--- config.mk ---
export PLATFORM = sky130hd
export DESIGN_NAME = rfa_serial_ctrl
export DESIGN_NICKNAME = d
export VERILOG_FILES = /design/src/rtl/rfa_serial_ctrl.sv
export SDC_FILE = /design/constraint.sdc
export NUM_CORES = 1
export LEC_CHECK = 0
export CORE_UTILIZATION = 48
export CTS_BUF_LIST = sky130_fd_sc_hd__clkbuf_16
export DETAILED_ROUTE_END_ITERATION = 10
export GPL_ROUTABILITY_DRIVEN = 0
export PLACE_DENSITY = 0.79
export SLEW_MARGIN = 0
export SYNTH_ARGS = -nofsm -noshare
export SYNTH_HDL_FRONTEND = slang
export SYNTH_SLANG_ARGS = --single-unit
--- constraint.sdc ---
create_clock -name clk -period 2.11 [get_ports clk]
set_clock_uncertainty 0.05 [all_clocks]
set_input_delay 0.211 -clock clk [delete_from_list [all_inputs] [get_ports clk]]
set_output_delay 0.211 -clock clk [all_outputs]
set_load 0.05 [all_outputs]
--- src/rtl/rfa_serial_ctrl.sv ---
// Bit-serial adder controller: feeds one shared reversible full-adder cell LSB first and
// checks that the cell hands its a/b inputs back unchanged.
module rfa_serial_ctrl #(
  parameter int WIDTH = 8
) (
  input  logic             clk,
  input  logic             rst_n,
  input  logic             start_valid,
  output logic             start_ready,
  input  logic [WIDTH-1:0] a_in,
  input  logic [WIDTH-1:0] b_in,
  input  logic             cin,
  output logic             fa_a,
  output logic             fa_b,
  output logic             fa_cin,
  input  logic             fa_a_out,
  input  logic             fa_b_out,
  input  logic             fa_sum,
  input  logic             fa_cout,
  output logic             res_valid,
  input  logic             res_ready,
  output logic [WIDTH-1:0] sum,
  output logic             cout,
  output logic [WIDTH-1:0] a_keep,
  output logic [WIDTH-1:0] b_keep,
  output logic             busy,
  output logic             pres_err
);

  localparam int IDX_W = $clog2(WIDTH + 1);
  localparam logic [IDX_W-1:0] LAST_IDX = IDX_W'(WIDTH - 1);

  localparam logic [1:0] IDLE = 2'd0;
  localparam logic [1:0] RUN  = 2'd1;
  localparam logic [1:0] DONE = 2'd2;

  logic [1:0]       state_reg;
  logic [IDX_W-1:0] idx_reg;
  logic [WIDTH-1:0] a_reg;
  logic [WIDTH-1:0] b_reg;
  logic             carry_reg;
  logic [WIDTH-1:0] sum_reg;
  logic [WIDTH-1:0] a_keep_reg;
  logic [WIDTH-1:0] b_keep_reg;
  logic             cout_reg;
  logic             pres_err_reg;

  logic [WIDTH-1:0] bit_sel;
  logic [WIDTH-1:0] sum_next;
  logic [WIDTH-1:0] a_keep_next;
  logic [WIDTH-1:0] b_keep_next;
  logic             run_st;

  // One-hot decode of the current bit index; selects nothing once idx reaches WIDTH.
  genvar gi;
  generate
    for (gi = 0; gi < WIDTH; gi++) begin : g_sel
      assign bit_sel[gi] = (idx_reg == IDX_W'(gi));
    end
  endgenerate

  assign run_st = (state_reg == RUN);

  assign fa_a   = run_st & (|(a_reg & bit_sel));
  assign fa_b   = run_st & (|(b_reg & bit_sel));
  assign fa_cin = run_st & carry_reg;

  assign sum_next    = (sum_reg    & ~bit_sel) | ({WIDTH{fa_sum}}   & bit_sel);
  assign a_keep_next = (a_keep_reg & ~bit_sel) | ({WIDTH{fa_a_out}} & bit_sel);
  assign b_keep_next = (b_keep_reg & ~bit_sel) | ({WIDTH{fa_b_out}} & bit_sel);

  always_ff @(posedge clk or negedge rst_n) begin
    if (!rst_n) begin
      state_reg    <= IDLE;
      idx_reg      <= '0;
      a_reg        <= '0;
      b_reg        <= '0;
      carry_reg    <= 1'b0;
      sum_reg      <= '0;
      a_keep_reg   <= '0;
      b_keep_reg   <= '0;
      cout_reg     <= 1'b0;
      pres_err_reg <= 1'b0;
    end else begin
      case (state_reg)
        IDLE: begin
          if (start_valid) begin
            a_reg        <= a_in;
            b_reg        <= b_in;
            carry_reg    <= cin;
            idx_reg      <= '0;
            pres_err_reg <= 1'b0;
            state_reg    <= RUN;
          end
        end
        RUN: begin
          sum_reg    <= sum_next;
          a_keep_reg <= a_keep_next;
          b_keep_reg <= b_keep_next;
          carry_reg  <= fa_cout;
          idx_reg    <= idx_reg + IDX_W'(1);
          if ((fa_a_out != fa_a) || (fa_b_out != fa_b)) begin
            pres_err_reg <= 1'b1;
          end
          if (idx_reg == LAST_IDX) begin
            cout_reg  <= fa_cout;
            state_reg <= DONE;
          end
        end
        DONE: begin
          if (res_ready) begin
            state_reg <= IDLE;
          end
        end
        default: state_reg <= IDLE;
      endcase
    end
  end

  assign start_ready = (state_reg == IDLE);
  assign res_valid   = (state_reg == DONE);
  assign busy        = (state_reg != IDLE);
  assign sum         = sum_reg;
  assign cout        = cout_reg;
  assign a_keep      = a_keep_reg;
  assign b_keep      = b_keep_reg;
  assign pres_err    = pres_err_reg;

endmodule
==> results of run 1 <==
-- per-layer routing --
metal  part of all wire, %  vias up  GRT usage [%]  wire [microns]
met5                     0        -              0               0
met4                   2.1        0           9.95             104
met3                   6.4       14           6.74             314
met2                    48       52           39.8            2350
met1                    43      783           28.6            2120
li1                      -      792              -               -
-- worst max-delay path by stage --
stage	endpoint	cells after the start	startpoint	slack (ps)
6_report	fa_a	7	idx_reg[0]	-40
5_1_grt	fa_b	7	idx_reg[0]	-80
4_1_cts	fa_b	7	idx_reg[1]	0.6
3_5_place_dp	fa_b	7	idx_reg[0]	110
3_3_place_gp	fa_b	7	idx_reg[0]	180
2_1_floorplan	a_reg[2]	5	state_reg[0]	110
-- cell type report --
| type | count | share of cell area, % |
|---|---|---|
| flip-flops and latches | 49 | 39.7 |
| multi-input cells | 133 | 29.4 |
| repair buffers | 70 | 22.8 |
| clock buffers | 5 | 4.05 |
| well taps | 50 | 2.02 |
| clock inverters | 3 | 1.33 |
| inverters | 4 | 0.647 |
-- layout by cell type (no fill, tap or decap), types with 2 or more instances in the layout --
| cell | netlist | routed |
|---|---|---|
| a22o_1 | 4 | 4 |
| a22oi_1 | 5 | 5 |
| a311o_1 | 2 | 2 |
| and2_1 | 3 | 3 |
| buf_12 | 0 | 4 |
| buf_4 | 1 | 12 |
| clkbuf_16 | 0 | 5 |
| clkdlybuf4s50_1 | 0 | 52 |
| dfrtp_1 | 49 | 47 |
| dfrtp_2 | 0 | 2 |
| ha_4 | 0 | 4 |
| inv_1 | 4 | 2 |
| inv_4 | 0 | 2 |
| mux2_2 | 25 | 25 |
| nand2_1 | 63 | 63 |
| nand2b_1 | 2 | 2 |
| nand4_1 | 2 | 2 |
| nor2_1 | 6 | 4 |
| nor2_2 | 0 | 2 |
| nor3_2 | 1 | 2 |
| o21ai_0 | 5 | 5 |
-- cell usage after synthesis (all sizes together) --
master and n:
nand2 63, dfrtp 49, mux2 25, buf 7
nor2 6, a22oi 5, o21ai 5, a22o 4
ha 4, inv 4, and2 3, nor3 3
a311o 2, clkbuf 2, nand2b 2, nand4 2
a31oi 1, and3b 1, mux2i 1, nand3 1
nor2b 1, nor3b 1, o31ai 1, or3 1
xor2 1
-- cell families after synthesis --
kind of cell | synth area share, %
buffers and inverters | 3.27
DFF | 57.1
AOI/OAI and AO/OA | 6.12
and+or+nand+nor | 17.1
adders and majority gates | 2.33
muxes | 13.6
xor gates and xnor gates | 0.408
-- stage by stage --
| step | hold slack (ps) | instances | area, sq um | setup TNS, ps | utilization (%) |
|---|---|---|---|---|---|
| 2_1_floorplan | -135 | 195 | 2150 | 0 | - |
| 3_3_place_gp | 158 | 296 | 2790 | 0 | 67.2 |
| 3_5_place_dp | 164 | 296 | 2790 | 0 | 67.2 |
| 4_1_cts | 405 | 311 | 3070 | 0 | 74.1 |
| 5_1_grt | 423 | 314 | 3090 | -166 | 74.6 |
| 6_report | 396 | 314 | 3090 | -36.4 | 74.6 |
-- repair_timing --
action / CTS / global route
hold buffers: 1 / 0
setup endpoints to repair: 2 / 2
pin swaps: 4 / 3
hold endpoints to repair: 21 / 0
setup buffers: 6 / 3
cloned: 0 / 0
gates resized for setup: 15 / 0
==> summary.txt, run 1 <==
Floorplan
  – Initial Util: 51.8%
  – I/O pin total: 57
  – DIE AREA: 4740 sq um
  – Rows: 23
  – Die extent in x: 68.9 microns
  – Die height: 68.9 microns
  – CORE AREA: 4140 sq um

Detailed routing
  – First-pass DRT Iterations: 4
  – Detailed Route WL: 4890 microns
  – DR iter-0 viols: 76
  – Antenna viol nets, final: 0
  – Routed len/inst: 15.6 microns
  – DRC Markers: 0
  – Detailed-route vias per instance: 5.23
  – Vias post-DR: 1641

Worst setup path
  – CP Capture Type: output pin
  – Highest-delay cell along the critical path: dfrtp_2
  – Startpoint Class: flip-flop
  – Reg2reg start: idx_reg[0]
  – Reg2Reg Depth: 8
  – CP required: 1850 ps
  – Worst path top cell family by delay: compound AO/OA/AOI/OAI gates
  – Worst path cell trace: inv_4 -> ha_4 -> a22o_1 -> nor3_1 -> a311o_1 -> nor2_2 -> buf_12
  – Critical path arrival: 1880 ps
  – Crit path kind: flip-flop to output pin
  – Max FO, Critical Path: 5
  – Reg-to-reg endpoint: pres_err
  – CP max stage delay: 460 ps
  – Buffers & Inverters on Critical Path: 2
  – Reg2Reg Setup Slack: 170 ps

Final layout
  – Multi-input logic area: 910 sq um
  – Filler cells: 298
  – ANT cells: 0
  – Nets: 292
  – Synthesis-to-finish area growth: 44.1%
  – Share of layout cells above drive strength 1: 23.5%
  – FF+latch area: 1230 sq um

CTS
  – CTS tree: built
  – H-tree depth: 2
  – CTS root buf: clkbuf_16
  – Clock sink total: 49
  – Worst-Skew Late Latency: 280 ps
  – Reg clk slew, reported paths: 60 ps
  – Cts bufs inserted: 5
  – CTS Buffer Depth: 2

STA
  – Final setup viols: 2
  – Min Tclk post-route: 2150 ps
  – Highest Clock Rate: 466 MHz
  – Slew Limit Fails: 0
  – RSZ-0062 raised after global routing: yes
  – Slew of the pin with the lowest slew margin: 581 ps
  – Fin crit share: 102%
  – Final setup margin: -35.3 ps
  – Final count of hold timing violations: 0
  – Max_slew headroom: 61.2%

GRT
  – Largest net degree at the start of global routing: 29
  – First-pass GRT wire length: 7960 microns
  – Number of global-route vias before repair: 1679
  – Total gr overflow: 0
  – Total GRT Usage: 23.8%
  – Initial antenna violation count: 0

Logic synthesis
  – Sequential share of the synthesized area: 57.1%
  – Post-synth top area share: 57.1%
  – Synthesized net count: 224
  – Mean post-synth cell area: 11.0 sq um
  – YS warnings: 0
  – Post-Synthesis Cells: 195
  – Mapped cell area: 2150 sq um
  – Count of different cell masters after synthesis: 29
  – Synthesized flop and latch total: 49
  – Ranking of synthesized cells by area: dfrtp_1, mux2_2, nand2_1, ha_1, a22oi_1
  – Yosys top cell by area: dfrtp_1

Outcome
  – Outcome: finished, violations left
  – Failing checks: negative setup slack

Flow run
  – Max-Cap Viols: 0

Placement
  – Post-DP HPWL: 3320 microns
  – Number of buffers added on ports: 56
  – Dpl ws: 106 ps

Worst hold path
  – Min-Delay Path Class: input port to asynchronous set/reset pin
Power of run 1 is not shown: default switching activity piles up to over one toggle a cycle in this logic, so the estimate is an artifact.
==> run 2: changes to the inputs <==
Settings changed: CAP_MARGIN from default to 10, REMOVE_ABC_BUFFERS from default to 1.
==> summary.txt, run 2 (synthesized netlist as in run 1, its figures left out) <==
Detailed routing
  – M1 WL: 2090 microns (-1.4%)
  – Met3 wire length: 301 microns (-4.1%)
  – DRC Markers: 0 (unchanged)
  – Vias post-DR: 1699 (+3.5%)
  – Met2 wire length: 2500 microns (+6.2%)
  – DR iter-0 viols: 72 (-5.3%)
  – Detailed-route vias per instance: 5.48 (+4.9%)
  – Routed len/inst: 16.0 microns (+2.7%)
  – First-pass DRT Iterations: 5 (+1)
  – Top sig layer: met4
  – Antenna viol nets, final: 0 (unchanged)
  – Detailed Route WL: 4960 microns (+1.4%)

STA
  – Final setup margin: -72.7 ps (-37.4 ps)
  – Min Tclk post-route: 2180 ps (+37.4 ps)
  – Fin crit share: 103% (+1.8 points)
  – Slew of the pin with the lowest slew margin: 568 ps (-12.5 ps)
  – TNS Setup: -72.7 ps (-36.3 ps)
  – Final setup viols: 1 (-1)
  – Highest Clock Rate: 458 MHz (-1.7%)
  – Slew Limit Fails: 0 (unchanged)
  – Hold slack: 394 ps (-2.64 ps)
  – RSZ-0062 raised after global routing: yes
  – Final count of hold timing violations: 0 (unchanged)
  – Max_slew headroom: 62.0% (+0.83 points)

Worst setup path
  – Worst path top cell family by delay: compound AO/OA/AOI/OAI gates
  – WP depth: 6 (-1)
  – Worst path cell trace: ha_2 -> a22o_1 -> nor3_2 -> a311o_1 -> nor2_2 -> buf_12
  – Max FO, Critical Path: 8 (+3)
  – Highest-delay cell along the critical path: dfrtp_2
  – CP required: 1850 ps (about the same)
  – CP Capture Type: output pin
  – Critical path arrival: 1920 ps (+40 ps)
  – Crit path kind: flip-flop to output pin
  – CP max stage delay: 420 ps (-40 ps)
  – Buffers & Inverters on Critical Path: 1 (-1)
  – Reg2Reg Setup Slack: 170 ps (about the same)
  – Reg2Reg Depth: 8 (unchanged)
  – CP endpoint: fa_a
  – Reg-to-reg endpoint: pres_err
  – Start point of the critical path: idx_reg[0]
  – Startpoint Class: flip-flop
  – Reg2reg start: idx_reg[1]

GRT
  – First-pass GRT wire length: 7890 microns (-0.87%)
  – Total gr overflow: 0 (unchanged)
  – Number of global-route vias before repair: 1638 (-2.4%)
  – Initial antenna violation count: 0 (unchanged)
  – Total GRT Usage: 23.5% (-0.32 points)
  – Largest net degree at the start of global routing: 27 (-6.9%)

Outcome
  – Failing checks: negative setup slack
  – Outcome: finished, violations left

Floorplan
  – Rows: 23 (unchanged)
  – Die height: 68.9 microns (unchanged)
  – CORE AREA: 4140 sq um (unchanged)
  – Die extent in x: 68.9 microns (unchanged)
  – Initial Util: 51.8% (unchanged)
  – I/O pin total: 57 (unchanged)
  – DIE AREA: 4740 sq um (unchanged)

Final layout
  – Synthesis-to-finish area growth: 41.0%
  – Share of layout cells above drive strength 1: 22.3% (-1.2 points)
  – ANT cells: 0 (unchanged)
  – Nets: 288 (-1.4%)
  – Commonest non-fill, non-tap cell in the layout: nand2_1
  – Most frequent cells in the layout: nand2_1, clkdlybuf4s50_1, dfrtp_1
  – Post-Layout Cell Count: 310 (-1.3%)
  – Filler cells: 296 (-0.67%)

Placement
  – Post-DP HPWL: 3270 microns (-1.6%)
  – Number of buffers added on ports: 56 (unchanged)
  – Dpl ws: 46.6 ps (-59.6 ps)
  – Dpl cells: 296 (unchanged)

CTS
  – CTS tree: built
  – CTS root buf: clkbuf_16
  – H-tree depth: 2 (unchanged)
  – Clock sink total: 49 (unchanged)
  – CTS Buffer Depth: 2 (unchanged)
  – Cts bufs inserted: 5 (unchanged)
  – Reg clk slew, reported paths: 60 ps (about the same)
  – Worst-Skew Late Latency: 280 ps (about the same)

Flow run
  – Max-Cap Viols: 0 (unchanged)

Worst hold path
  – Min-Delay Path Class: input port to asynchronous set/reset pin
-- run 2: how the worst min path moves through the flow --
stage | startpoint | to | slack [ps]
2_1_floorplan | rst_n | asynchronous set/reset pin | -130
3_3_place_gp | rst_n | asynchronous set/reset pin | 180
3_5_place_dp | rst_n | asynchronous set/reset pin | 170
4_1_cts | rst_n | asynchronous set/reset pin | 400
5_1_grt | a_in[5] | a_reg[5] | 420
6_report | rst_n | asynchronous set/reset pin | 390
-- run 2: metrics by stage --
step | instance area, sq um | util (%)
2_1_floorplan | 2090 | -
3_3_place_gp | 2780 | 67.1
3_5_place_dp | 2780 | 67.1
4_1_cts | 3020 | 72.9
5_1_grt | 3030 | 73.0
6_report | 3030 | 73.0
-- run 2: repair_timing --
item | 4_1_cts | 5_1_grt
cloned | 0 | 0
setup buffers | 5 | 0
hold buffers | 1 | 0
pin swaps | 4 | 0
hold endpoints to repair | 23 | 0
resized for setup | 14 | 1
setup endpoints to repair | 2 | 2
-- run 2: area by class of cell --
type                            instances  area, sq um  area share, %
Tap cell                               50         62.6           2.07
Clock buffer                            5          125           4.13
Timing Repair Buffer                   66          676           22.3
Clock inverter                          3         17.5          0.579
Multi-Input combinational cell        133          900           29.7
Sequential cell                        49         1230           40.6
Inverter                                4         17.5          0.579
-- run 2: metal layers --
layer / vias to the layer above / track usage [%]
li1: 779 / -
met1: 838 / 30.3
met2: 76 / 37.5
met3: 6 / 5.43
met4: 0 / 10.2
met5: - / 0
Power of run 2 is left out for the same reason.
==> run 3: changes to the inputs <==
Settings changed: CORE_UTILIZATION 48 to 50, CTS_BUF_LIST sky130_fd_sc_hd__clkbuf_16 to sky130_fd_sc_hd__clkbuf_8, PLACE_DENSITY 0.79 to 0.82, SLEW_MARGIN 0 to 20.
==> summary.txt, run 3 (synthesized netlist as in run 1, its figures left out) <==
GRT
  – Global route hottest layer: met2
  – Total gr overflow: 0 (unchanged)
  – Met3 GRT Util: 6.93% (+1.5 points)
  – Total GRT Usage: 22.9% (-0.55 points)
  – Initial antenna violation count: 0 (unchanged)
  – First-pass GRT wire length: 7420 microns (-6.0%)
  – Number of global-route vias before repair: 1526 (-6.8%)
  – M1 GR Usage: 30.7% (+0.33 points)
  – Met2 global-route usage: 35.1% (-2.4 points)
  – Largest net degree at the start of global routing: 50 (+85%)

CTS
  – Reg clk slew, reported paths: 90 ps (+30 ps)
  – H-tree depth: 2 (unchanged)
  – CTS Buffer Depth: 2 (unchanged)
  – CTS tree: built
  – Cts bufs inserted: 5 (unchanged)
  – Clock sink total: 49 (unchanged)
  – Worst-Skew Late Latency: 320 ps (+40 ps)
  – CTS root buf: clkbuf_8

Detailed routing
  – Routed len/inst: 15.0 microns (-6.2%)
  – Vias post-DR: 1614 (-5.0%)
  – First-pass DRT Iterations: 4 (-1)
  – Detailed-route vias per instance: 5.16 (-5.9%)
  – Detailed Route WL: 4700 microns (-5.3%)
  – DRC Markers: 0 (unchanged)
  – Antenna viol nets, final: 0 (unchanged)
  – DR iter-0 viols: 49 (-32%)

Worst setup path
  – CP Capture Type: output pin
  – Reg2Reg Depth: 9 (+1)
  – Reg2Reg Setup Slack: 20 ps (-150 ps)
  – Startpoint Class: flip-flop
  – Reg-to-reg endpoint: pres_err
  – CP required: 1850 ps (about the same)
  – Max FO, Critical Path: 6 (-2)
  – Reg2reg start: idx_reg[0]
  – Critical path arrival: 1940 ps (+20 ps)
  – Crit path kind: flip-flop to output pin
  – Start point of the critical path: idx_reg[0]
  – CP endpoint: fa_b

Placement
  – Number of buffers added on ports: 56 (unchanged)
  – Dpl ws: 49.7 ps (+3.03 ps)
  – Placed Area: 2770 sq um (-0.45%)
  – Post-DP HPWL: 3150 microns (-3.7%)
  – Dpl cells: 296 (unchanged)

STA
  – RSZ-0062 raised after global routing: yes
  – Max_slew headroom: 59.8% (-2.2 points)
  – Min Tclk post-route: 2200 ps (+13.4 ps)
  – Hold slack: 363 ps (-30.8 ps)
  – Final setup viols: 2 (+1)
  – Slew of the pin with the lowest slew margin: 602 ps (+34.0 ps)
  – Final count of hold timing violations: 0 (unchanged)
  – Slew Limit Fails: 0 (unchanged)
  – Fin crit share: 104% (+0.64 points)
  – Highest Clock Rate: 455 MHz (-0.61%)
  – Final setup margin: -86.1 ps (-13.4 ps)

Final layout
  – Synthesis-to-finish area growth: 42.2%
  – Most frequent cells in the layout: nand2_1, clkdlybuf4s50_1, dfrtp_1
  – Commonest non-fill, non-tap cell in the layout: nand2_1
  – Share of layout cells above drive strength 1: 23.2% (+0.89 points)
  – ANT cells: 0 (unchanged)
  – Final instance area: 3050 sq um (+0.83%)
  – Nets: 291 (+1.0%)
  – Post-Layout Cell Count: 313 (+0.97%)

Flow run
  – Max-Cap Viols: 0 (unchanged)

Floorplan
  – CORE AREA: 4060 sq um (-2.1%)
  – Die height: 67.5 microns (-2.0%)
  – DIE AREA: 4560 sq um (-3.9%)
  – Rows: 23 (unchanged)
  – I/O pin total: 57 (unchanged)
  – Die extent in x: 67.5 microns (-2.0%)
  – Initial Util: 52.9% (+1.1 points)

Outcome
  – Outcome: finished, violations left
  – Failing checks: negative setup slack

Worst hold path
  – Worst hold path startpoint: b_in[7]
  – Min-Delay Path Class: input port to flip-flop
## run 3: how the worst min path moves through the flow
stage                                            end  slack, ps  depth (start not counted)
after floorplan           asynchronous set/reset pin       -130                          0
after global placement    asynchronous set/reset pin        300                          2
after detailed placement  asynchronous set/reset pin        290                          2
after CTS                                   b_reg[1]        360                          3
after global routing                        a_reg[7]        370                          3
final                                       b_reg[7]        360                          3
## run 3: per-stage QoR
step                utilization [%]  setup TNS, ps
finish                         75.2           -171
global route                   75.2           -364
CTS                            74.7          -96.4
detailed placement             68.2              0
global placement               68.2              0
floorplan                         -           -225
## run 3: worst max-delay path: stages (launching register included)
cell and delay (ps):
dfrtp_2 480, inv_4 100, ha_4 170, a22o_1 150
nor3_1 40, a311o_1 360, nor2_2 160, buf_12 160
## run 3: timing repair
item	CTS	global route
endpoints found under the hold margin	49	0
resized for setup	18	1
hold buffers	1	0
setup buffers	6	2
endpoints found under the setup margin	2	2
pin swaps	8	6
## run 3: layout make-up
class	instances	area (sq um)
repair buffers	69	693
flip-flops and latches	49	1230
well taps	50	62.6
fillers	259	1010
clock inverters	3	68.8
clock buffers	5	68.8
inverters	4	20.0
multi-input cells	133	910
## run 3: metal layers
metal,share of wire (%),routed length (microns)
met2,49,2290
met5,0,0
met1,45,2120
met4,1.3,63
met3,4.7,221
Power of run 3 is left out for the same reason.
